## src/rtl/serial_magnitude_comparator.sv

```systemverilog
// Bit-serial magnitude comparator: consumes n bit pairs of a and b, MSB first,
// over a valid/ready stream and reports lesser/greater/equal once the frame ends.
//
// state   | meaning
// IDLE    | waiting for start; flags hold the last result
// COMPARE | accepting bit pairs, bit_ready high
// DONE    | one-cycle result pulse; start here chains straight into COMPARE
module serial_magnitude_comparator #(
  parameter int n = 16
) (
  input  logic clk,
  input  logic rst,
  input  logic start,
  input  logic a_bit,
  input  logic b_bit,
  input  logic bit_valid,
  output logic bit_ready,
  output logic busy,
  output logic done,
  output logic lesser,
  output logic greater,
  output logic equal
);

  localparam int cw = $clog2(n + 1);
  localparam logic [cw-1:0] last_idx = cw'(n - 1);

  typedef enum logic [1:0] {IDLE, COMPARE, DONE} state_t;

  state_t          state, next_state;
  logic [cw-1:0]   cnt;
  logic            decided;
  logic            dir_gt;
  logic            accept;
  logic            last_beat;
  logic            decided_nxt;
  logic            dir_gt_nxt;
  logic            frame_start;

  always_ff @(posedge clk) begin
    if (rst) state <= IDLE;
    else     state <= next_state;
  end

  always_comb begin
    next_state  = state;
    accept      = bit_valid && (state == COMPARE);
    last_beat   = accept && (cnt == last_idx);
    // the first differing bit pair fixes the direction; later bits only keep alignment
    decided_nxt = decided | (a_bit ^ b_bit);
    dir_gt_nxt  = decided ? dir_gt : a_bit;
    frame_start = 1'b0;
    case (state)
      IDLE: begin
        if (start) begin
          next_state  = COMPARE;
          frame_start = 1'b1;
        end
      end
      COMPARE: begin
        if (last_beat) next_state = DONE;
      end
      DONE: begin
        if (start) begin
          next_state  = COMPARE;
          frame_start = 1'b1;
        end else begin
          next_state = IDLE;
        end
      end
      default: next_state = IDLE;
    endcase
  end

  always_ff @(posedge clk) begin
    if (rst) begin
      cnt     <= '0;
      decided <= 1'b0;
      dir_gt  <= 1'b0;
      done    <= 1'b0;
      lesser  <= 1'b0;
      greater <= 1'b0;
      equal   <= 1'b0;
    end else begin
      done <= last_beat;
      if (frame_start) begin
        cnt     <= '0;
        decided <= 1'b0;
        dir_gt  <= 1'b0;
        lesser  <= 1'b0;
        greater <= 1'b0;
        equal   <= 1'b0;
      end else if (accept) begin
        cnt     <= cnt + cw'(1);
        decided <= decided_nxt;
        dir_gt  <= dir_gt_nxt;
        if (last_beat) begin
          greater <= decided_nxt & dir_gt_nxt;
          lesser  <= decided_nxt & ~dir_gt_nxt;
          equal   <= ~decided_nxt;
        end
      end
    end
  end

  assign bit_ready = (state == COMPARE);
  assign busy      = (state == COMPARE);

endmodule

```

## config.mk

```make
export PLATFORM = sky130hd
export DESIGN_NAME = serial_magnitude_comparator
export DESIGN_NICKNAME = d
export VERILOG_FILES = /design/src/rtl/serial_magnitude_comparator.sv
export SDC_FILE = /design/constraint.sdc
export NUM_CORES = 1
export LEC_CHECK = 0
export BUFFER_PORTS_ARGS = -buffer_cell sky130_fd_sc_hd__buf_2
export CELL_PAD_IN_SITES_DETAIL_PLACEMENT = 0
export CELL_PAD_IN_SITES_GLOBAL_PLACEMENT = 1
export CORE_MARGIN = 10
export CORE_UTILIZATION = 40
export CTS_CLUSTER_SIZE = 24
export DETAILED_ROUTE_END_ITERATION = 7
export GPL_ROUTABILITY_DRIVEN = 0
export PLACE_DENSITY_LB_ADDON = 0.1
export SLEW_MARGIN = 20
export SYNTH_ARGS = -nofsm -noshare
export SYNTH_HDL_FRONTEND = slang
export SYNTH_SLANG_ARGS = --single-unit
```

## constraint.sdc

```tcl
create_clock -name clk -period 3.3 [get_ports clk]
set_input_delay 0.495 -clock clk [delete_from_list [all_inputs] [get_ports clk]]
set_output_delay 0.495 -clock clk [all_outputs]
set_load 0.005 [all_outputs]
```

==> results.sh <==
export IMPL_ys_ff_latch=13
export IMPL_final_setup_tns_ns=0
export IMPL_crit_path_cell_trace="ha_1 > and3_1 > ha_1 > nand4b_4 > or3_1 > a21oi_1"
export IMPL_tritoncts_num_sinks=13
export IMPL_chipHeight_um=58.1
export IMPL_post_place_cells=87
export IMPL_final_cell_mix="sky130_fd_sc_hd__dfxtp_1, sky130_fd_sc_hd__buf_2, sky130_fd_sc_hd__a21oi_1"
export IMPL_post_drt_wl_per_cell_um=12.1
export IMPL_row_count=13
export IMPL_antenna_cells_inserted=0
export IMPL_endpoint_kind="flop"
export IMPL_static_leakage_power_nw=0.282
export IMPL_antenna_found_initial=0
export IMPL_postSynthCellCount=64
export IMPL_finalClockSkew_ns=0.00642
export IMPL_timing_critical_path_from_type="flop"
export IMPL_cts_tree="yes"
export IMPL_floorplan_initialDensity_pct=43.4
export IMPL_dr_first_iter_drc_count=4
export IMPL_ctsResizeCount=0
export IMPL_timing_setup_critical_path_class="flop to flop"
export IMPL_post_synth_num_cell_types=23
export IMPL_cts_made_buffers=3
export IMPL_hp_class="input port to flop"
export IMPL_detail_route_wirelength_mm=1.11
export IMPL_cpPeakStageDelay_ns=0.38
export IMPL_crit_path_frequent_cell="sky130_fd_sc_hd__ha_1"
export IMPL_mappedNetlistArea_um2=579
export IMPL_area_growth_synth_to_final_pct=14.5
export IMPL_timing_max_transition_violations_final=0
export IMPL_finalCriticalPeriod_ns=1.65
export IMPL_cp_max_fo=8
export IMPL_fp_coreArea_um2=1330
export IMPL_clock_fmax_mhz=606
export IMPL_detail_route_antenna_nets=0
export IMPL_clock_insertion_delay_worst_skew_ns=0.28
export IMPL_clock_tree_root_cell="sky130_fd_sc_hd__clkbuf_4"
export IMPL_ioPinCount=12
export IMPL_cts_post_setup_buffers_inserted=0
export IMPL_track_usage_pct=7.31
export IMPL_final_common_cell="sky130_fd_sc_hd__dfxtp_1"
export IMPL_grt_pass1_vias=463
export IMPL_holdBufCountCts=0
export IMPL_power_per_cell_area_nw_per_um2=430
export IMPL_grt_overflow=0
export IMPL_count_of_warnings_emitted_by_yosys=0
export IMPL_cp_arrival_ns=1.87
export IMPL_htree_levels=1
export IMPL_drive_gt1_share_pct=22.4
export IMPL_total_die_area_um2=3370
export IMPL_num_fill_cells=142
export IMPL_rsz0062_at_grt="false"
export IMPL_cp_slowest_cell="sky130_fd_sc_hd__or3_1"
export IMPL_slew_headroom_pct=71.1
export IMPL_final_clock_period_utilization_by_the_worst_path_pct=50.0
export IMPL_port_buffers=11
export IMPL_ys_seq_area_share_pct=44.9
export IMPL_finalHoldViolCount=0
export IMPL_fin_nets=85
export IMPL_dr_total_vias=460
export IMPL_max_cap_violations=0
export IMPL_route_detailed_vias_per_inst=5.05
export IMPL_die_x_um=58.1
export IMPL_detail_route_drc_violations=0
export IMPL_outcome="complete, no violations"
export IMPL_cts_max_path_buffers=2
export IMPL_grt_start_max_net_pins=11
export IMPL_finalSetupViolations=0
export IMPL_postSynthAreaPerCell_um2=9.05
export IMPL_clk_pin_slew_worst_paths_ns=0.09
export IMPL_detailed_router_iteration_count_before_antenna_repair=2
export IMPL_worst_ep_required_time_ns=3.52
export IMPL_synthesis_nets=72
export IMPL_place_hpwl_um=842
export IMPL_worst_pin_slew_ns=0.434
export IMPL_finish_cell_count_without_fillers=91
export IMPL_vdd_drop_max_v=0.000309
export IMPL_grt_pass1_wl_mm=1.92
[cells in the mapped netlist, drive strengths merged]
library cell | count | area [µm²]
a211oi | 2 | 15.0
a21oi | 7 | 38.8
and3 | 1 | 6.26
and3b | 1 | 8.76
buf | 3 | 17.5
dfxtp | 13 | 260
ha | 2 | 25.0
inv | 2 | 7.51
nand2 | 5 | 18.8
nand2b | 2 | 12.5
nand3 | 1 | 5.00
nand3b | 2 | 15.0
nand4b | 1 | 23.8
nor2 | 5 | 18.8
nor2b | 4 | 25.0
nor3 | 3 | 15.0
nor3b | 2 | 15.0
o21ai | 3 | 15.0
or3 | 3 | 18.8
xnor2 | 1 | 8.76
xor2 | 1 | 8.76
[critical path: cells and delay by family, from the launching register on]
kind | cells | cell delay [ns]
DFF | 1 | 0.37
adders and majority gates | 2 | 0.38
and+or+nand+nor | 3 | 0.70
AOI/OAI and AO/OA | 1 | 0.13
[power breakdown]
group	leakage (nW)	internal, mW	switching [mW]	total [mW]
sequential	0.105	0.159	0.00301	0.163
combinational	0.159	0.00954	0.0130	0.0225
clock	0.0177	0.0450	0.0550	0.100
[worst paths after layout]
check,from,endpoint,slack [ns],depth (start not counted)
worst min register to register,equal$_SDFFE_PP0P_,equal$_SDFFE_PP0P_,0.46,2
worst max-delay path,cnt[0]$_SDFFE_PP0N_,equal$_SDFFE_PP0P_,1.65,6
worst max register to register,cnt[0]$_SDFFE_PP0N_,equal$_SDFFE_PP0P_,1.65,6
worst min-delay path,rst,state[0]$_SDFFE_PP0P_,0.41,2
[cell families (layout without fill, tap and decap cells)]
| group | after synthesis | count (layout) | synth area share (%) |
|---|---|---|---|
| and+or+nand+nor | 30 | 30 | 31.5 |
| AOI/OAI and AO/OA | 12 | 12 | 11.9 |
| adders and majority gates | 2 | 2 | 4.32 |
| buffers and inverters | 5 | 17 | 4.32 |
| xor gates and xnor gates | 2 | 2 | 3.02 |
| DFF | 13 | 13 | 44.9 |
[registers in the layout (all words and copies together), names as in the netlist]
register  flops
done          1
dir_gt        1
lesser        1
state         2
greater       1
cnt           5
decided       1
equal         1
[per-stage QoR]
step	cell area (µm²)	setup WS (ns)	util, %	power [mW]	hold slack (ns)
floorplan	579	1.77	-	0.181	0.448
global placement	636	1.71	47.7	0.189	0.449
detailed placement	636	1.67	47.7	0.189	0.446
CTS	663	1.65	49.7	0.291	0.407
global route	663	1.52	49.7	0.302	0.400
finish	663	1.65	49.7	0.285	0.408
[routing by layer]
metal	vias to the layer above	track usage [%]	wire, µm
met5	-	0	0
met4	0	3.02	12
met3	4	5.23	88
met2	11	11.8	539
met1	199	7.02	465
li1	246	-	-
[layout make-up]
cell class | instances | area, µm² | share of cell area [%]
Multi-Input combinational cell | 46 | 294 | 44.3
Clock inverter | 1 | 5.00 | 0.755
Sequential cell | 13 | 260 | 39.2
Clock buffer | 3 | 22.5 | 3.40
Tap cell | 15 | 18.8 | 2.83
Inverter | 2 | 7.51 | 1.13
Timing Repair Buffer | 11 | 55.1 | 8.30
Note: power is estimated with default switching activity, not from simulation.
